<file path="src/rtl/hex_word_emitter.sv">
// Serialises a WIDTH-bit word into lowercase ASCII hex characters (MSB nibble first) plus a separator.
// Optional macro HEX_EMIT_CRLF_EN appends CR and LF after the separator.

module bin2AsciiHex (
  input  logic [3:0] nibble,
  output logic [7:0] ascii
);
  always_comb begin
    if (nibble < 4'd10) ascii = 8'h30 + {4'h0, nibble};
    else                ascii = 8'h57 + {4'h0, nibble};
  end
endmodule

module hex_word_emitter #(
  parameter int         WIDTH    = 16,
  parameter logic [7:0] SEP_CHAR = 8'h20
) (
  input  logic             clk,
  input  logic             rst_n,
  input  logic             in_valid,
  output logic             in_ready,
  input  logic [WIDTH-1:0] in_data,
  output logic             out_valid,
  input  logic             out_ready,
  output logic [7:0]       out_char,
  output logic             busy
);
  localparam int N  = WIDTH / 4;
  localparam int CW = (N > 1) ? $clog2(N) : 1;
  localparam logic [CW-1:0] CNT_LAST = CW'(N - 1);

`ifdef HEX_EMIT_CRLF_EN
  typedef enum logic [2:0] {ST_IDLE, ST_HEX, ST_SEP, ST_CR, ST_LF} state_t;
`else
  typedef enum logic [1:0] {ST_IDLE, ST_HEX, ST_SEP} state_t;
`endif

  state_t            state_q, state_d;
  logic [WIDTH-1:0]  sh_q, sh_d;
  logic [CW-1:0]     cnt_q, cnt_d;
  logic [7:0]        hex_ascii;

  bin2AsciiHex u_conv (
    .nibble (sh_q[WIDTH-1:WIDTH-4]),
    .ascii  (hex_ascii)
  );

  // Every non-idle state presents a character, so handshake reduces to out_ready.
  always_comb begin
    state_d = state_q;
    sh_d    = sh_q;
    cnt_d   = cnt_q;
    case (state_q)
      ST_IDLE: begin
        if (in_valid) begin
          sh_d    = in_data;
          cnt_d   = '0;
          state_d = ST_HEX;
        end
      end
      ST_HEX: begin
        if (out_ready) begin
          if (cnt_q == CNT_LAST) begin
            state_d = ST_SEP;
          end else begin
            sh_d  = sh_q << 4;
            cnt_d = cnt_q + CW'(1);
          end
        end
      end
      ST_SEP: begin
`ifdef HEX_EMIT_CRLF_EN
        if (out_ready) state_d = ST_CR;
`else
        if (out_ready) state_d = ST_IDLE;
`endif
      end
`ifdef HEX_EMIT_CRLF_EN
      ST_CR: if (out_ready) state_d = ST_LF;
      ST_LF: if (out_ready) state_d = ST_IDLE;
`endif
      default: state_d = ST_IDLE;
    endcase
  end

  always_ff @(posedge clk or negedge rst_n) begin
    if (!rst_n) begin
      state_q <= ST_IDLE;
      sh_q    <= '0;
      cnt_q   <= '0;
    end else begin
      state_q <= state_d;
      sh_q    <= sh_d;
      cnt_q   <= cnt_d;
    end
  end

  always_comb begin
    in_ready  = (state_q == ST_IDLE);
    out_valid = (state_q != ST_IDLE);
    busy      = (state_q != ST_IDLE);
    case (state_q)
      ST_HEX:  out_char = hex_ascii;
      ST_SEP:  out_char = SEP_CHAR;
`ifdef HEX_EMIT_CRLF_EN
      ST_CR:   out_char = 8'h0D;
      ST_LF:   out_char = 8'h0A;
`endif
      default: out_char = 8'h00;
    endcase
  end
endmodule

</file>
<file path="config.mk">
export PLATFORM = sky130hd
export DESIGN_NAME = hex_word_emitter
export DESIGN_NICKNAME = d
export VERILOG_FILES = /design/src/rtl/hex_word_emitter.sv
export SDC_FILE = /design/constraint.sdc
export NUM_CORES = 1
export LEC_CHECK = 0
export CORE_UTILIZATION = 51
export DETAILED_ROUTE_END_ITERATION = 12
export PLACE_DENSITY = 0.89
export SYNTH_ARGS = -nofsm -noshare
export SYNTH_HDL_FRONTEND = slang
export SYNTH_SLANG_ARGS = --single-unit
</file>
<file path="constraint.sdc">
create_clock -name clk -period 5.1 [get_ports clk]
set_input_delay 0.51 -clock clk [delete_from_list [all_inputs] [get_ports clk]]
set_output_delay 0.51 -clock clk [all_outputs]
set_load 0.02 [all_outputs]
</file>
## After elaboration in Yosys (flattened, before gate mapping)

Index checks and enable logic that the tools add are counted.

- Output and inout bits: 11
- Register bits after elaboration: 20
- Input bits: 20

- Reductions and logical operators: 5
- $add $sub $neg: 3
- Equality and inequality tests: 8
- Order comparisons: 1
- Mux-type cells: 15

Operators by type and width:

| cell | count |
|---|---|
| 16-bit two-way mux | 3 |
| 16-bit one-hot mux with 2 select lines | 1 |
| 8-bit one-hot mux with 2 select lines | 1 |
| 2-bit two-way mux | 7 |
| 2-bit inequality test (second input constant) | 5 |
| 7-bit by 4-bit adder with 8-bit output (first input constant) | 1 |
| 8-bit two-way mux | 1 |
| 4-bit AND reduction | 2 |
| 6-bit by 4-bit adder with 7-bit output (first input constant) | 1 |
| 2-bit one-hot mux with 3 select lines | 1 |
| 2-bit equality test (second input constant) | 2 |
| 4-bit less-than comparator (second input constant) | 1 |
| 2-bit one-hot mux with 2 select lines | 1 |
| 2-bit nonzero test | 2 |
| 2-bit by 1-bit adder with 2-bit output (second input constant) | 1 |
| 2-bit by 1-bit equality test with 1-bit output (second input constant) | 1 |
| 2-bit zero test | 1 |

## Longest topological paths before layout

- Word-level depth: 4
- Depth in mapped cells: 7
- Depth with buffers taken out: 5

## Cells and area by module

A second synthesis with hierarchy kept.

- Cell total of the unflattened synthesis: 107
- Area, all modules: 1297.5 µm²

Modules (own cells, without submodules):

| module | sequential area each (µm²) | area each (µm²) | cells an instance | instances |
|---|---|---|---|---|
| hex_word_emitter | 500.5 | 1174.9 | 90 | 1 |
| bin2AsciiHex | 0.0 | 122.6 | 17 | 1 |

## Worst setup path before layout

OpenSTA, ideal clock, no wires.

- Path kind: flip-flop to output port
- From: register state_q[1]
- To: output port out_char[3]
- Arrival: 1.963 ns
- Buffers on the path: 3
- Cell stages (with the launch flop): 8
- Slack: 2.627 ns
- Required time: 4.590 ns
- Path through: dfrtp_1 inv_1 ha_1 buf_4 buf_4 buf_2 nand2_1 nor4b_1

- Longest elaborated chain between the ends: 2
- Elaborated cells between the ends (all ways): 3
- Those cells by class: eq/ne (2); mux (1)

Ends and longest elaborated chain:

| what | RTL line | RTL |
|---|---|---|
| start, declared | 38 | `state_t state_q, state_d;` |
| start signal, assigned | 92 | `state_q <= state_d;` |
| 2-bit equality test / 2-bit by 1-bit equality test with 1-bit output (equally long branches) | 102 | `case (state_q)` |
| 8-bit one-hot mux with 2 select lines * | 102 |  |
| end, declared | 25 | `output logic [7:0] out_char,` |

Every way passes the cells marked *; elsewhere a longest branch is shown, timed or not.

## Worst setup path after layout

Same ends and word-level chain as after synthesis.

==> impl_metrics.toml <==
[pwr]
power_mw = 0.950
combPwrFrac_pct = 60.2
p_sw_share_pct = 38.7
p_sw_mw = 0.367
pwr-share-seq_pct = 30.1
power_frac_clock_pct = 9.7
ir_drop_uv = 406
p_leak_nw = 0.646
internal_power_mw = 0.583
power.density_nw_per_um2 = 631

[timing]
setup_violations = 0
fin_hold_ws_ns = 0.518
period_share_pct = 68.8
setup_ws_ns = 1.59
finalCriticalPeriod_ns = 3.51
setup_tns_ns = 0
fmax_ghz = 0.285
slew_headroom_pct = 36.9
rsz0062_at_grt = "no"
tightest_slew_ns = 0.947
finalHoldViolCount = 0
clock_skew_ns = 0.00436
slew_violations = 0

[run_status]
status = "complete, no violations"

[place]
postPlaceCellArea_sq_um = 1470
dp_worst_setup_slack_ns = 1.94
dp.cells = 154
portBuffers = 29
dpl.hpwl_um = 1660
place.gp.congestion = 0.716

[clock_tree]
insertion_delay_ns = 0.31
clockBufferDepth = 2
clkSlewWorstSetupHoldPaths_ns = 0.11
postCtsSetupBuffers = 0
cts_resized = 0
cts_root_buf = "clkbuf_4"
numCtsBuffers = 3
clkSinkCount = 20
tritoncts = "done"
htreeDepth = 1
hold_buffers = 0

[setup_path]
crit_path_max_fanout = 24
required_ns = 4.59
start_kind = "flop"
reg2reg_depth = 5
end_kind = "output pin"
critPathKind = "reg2out"
crit_arrival_ns = 3.00

[route]
wl_um = 2180
ant_nets = 0
dr.pass1.iters = 4
vias_per_cell = 5.30
wl_per_cell_um = 13.8
drt_iter0_drc = 12
drc = 0
dr_total_vias = 837

[cells_and_area]
antennaDiodeCount = 0
regArea_sq_um = 500
final_cells = 158
synthToLayoutAreaGrowth_pct = 26.5
utilization_pct = 68.1
multi_input_area_sq_um = 607
finalNetCount = 157
final_area_sq_um = 1510
fillers = 182
drive_gt1_share_pct = 22.3

[yosys]
synth_cell_types = 27
ys.flop_type = "dfrtp_1"
avgSynthCellArea_sq_um = 11.6
synth_common_cells = "20 x dfrtp_1, 20 x mux2_2, 10 x inv_1, 6 x ha_1"
synth_fp_nets = 129
ys_seq_elements = 20
syn-cell-area_sq_um = 1190
synth_top_area_share_pct = 42.0
synth_area_leaders = "dfrtp_1 42%, mux2_2 19%, ha_1 6.3%, mux2i_1 4.2%, mux2_4 3.8%"
syn_inst = 103
synth_sequential_area_ratio_pct = 42.0
yosysTopAreaCell = "dfrtp_1"
yosysWarnings = 0
synth_edf_count = 0
async_reset_ff_share_pct = 100

[floorplanning]
initial_core_util_pct = 53.8
rows = 17
die_y_um = 50.3
die_area_sq_um = 2530
io_pins = 31
coreArea_sq_um = 2210
die_width_um = 50.3

[grt]
grt_overflow = 0
gr-usage-all-layers_pct = 18.7
grt_antenna_before_repair = 0
grt_pass1_wl_um = 3510
grt_pass1_vias = 798
grt_max_degree = 25

[hold_path]
hold_path.class = "reg2reg"
holdPathStages = 1

[run]
max_cap_viol_count = 0
## registers in the layout, summed over array words and instances (netlist names)
register  flops
sh_q         16
cnt_q         2
state_q       2
## critical path, stage by stage, from the launching register on
cell,delay [ns]
dfrtp_1,0.41
inv_1,0.11
ha_1,0.79
nand2_1,0.32
nor4b_1,0.38
clkdlybuf4s50_1,0.67
## worst paths after layout
check	to	from	slack, ns
worst min-delay path	sh_q[7]$_DFFE_PN0P_	sh_q[7]$_DFFE_PN0P_	0.52
max in group asynchronous	sh_q[0]$_DFFE_PN0P_	rst_n	3.87
worst min register to register	sh_q[7]$_DFFE_PN0P_	sh_q[7]$_DFFE_PN0P_	0.52
worst max register to register	sh_q[5]$_DFFE_PN0P_	state_q[1]$_DFFE_PN0P_	2.32
worst max-delay path	out_char[3]	state_q[1]$_DFFE_PN0P_	1.59
min in group asynchronous	sh_q[4]$_DFFE_PN0P_	rst_n	0.69
## metal layers
layer  share of wire (%)  GRT usage (%)  wire length [um]  up-vias
met4                 1.1           5.56                24        0
met2                  50           32.4              1100       25
met3                 4.4           3.03                95        2
li1                    -              -                 -      407
met1                  44           23.7               959      403
met5                   0              0                 0        -
## cell usage in the layout (no fill, tap or decap), types with 2 or more instances in the layout
cell,count
nor2b_1,3
mux2_4,3
ha_1,6
nor2_1,2
dfrtp_1,20
mux2i_1,5
o21ai_0,5
nand2_1,4
mux2_2,20
inv_1,10
clkbuf_4,3
nand4b_1,4
clkdlybuf4s50_1,29
a21oi_1,3
## power by group through the flow
stage                     Sequential [mW]  Combinational [mW]  Clock, mW
final                               0.286               0.571     0.0925
after global routing                0.293               0.619      0.101
after CTS                           0.285               0.577     0.0946
after detailed placement            0.288               0.576          0
after global placement              0.280               0.551          0
after floorplan                     0.272               0.453          0
## cell families (layout without fill, tap and decap cells)
kind of cell | Yosys count | count (layout) | share of synthesized area (%)
adders and majority gates | 6 | 6 | 6.30
xor gates and xnor gates | 1 | 1 | 0.735
and+or+nand+nor | 18 | 18 | 9.14
other | 1 | 1 | 0.315
muxes | 28 | 28 | 26.9
buffers and inverters | 16 | 43 | 7.04
DFF | 20 | 20 | 42.0
AOI/OAI and AO/OA | 13 | 13 | 7.56
## area by class of cell
cell class / count / area share [%]
Sequential cell: 20 / 33.2
Tap cell: 28 / 2.33
Inverter: 10 / 2.49
Timing Repair Buffer: 29 / 19.3
Multi-Input combinational cell: 67 / 40.3
Clock buffer: 4 / 2.41
No activity file was read; power rests on OpenSTA's default activity.
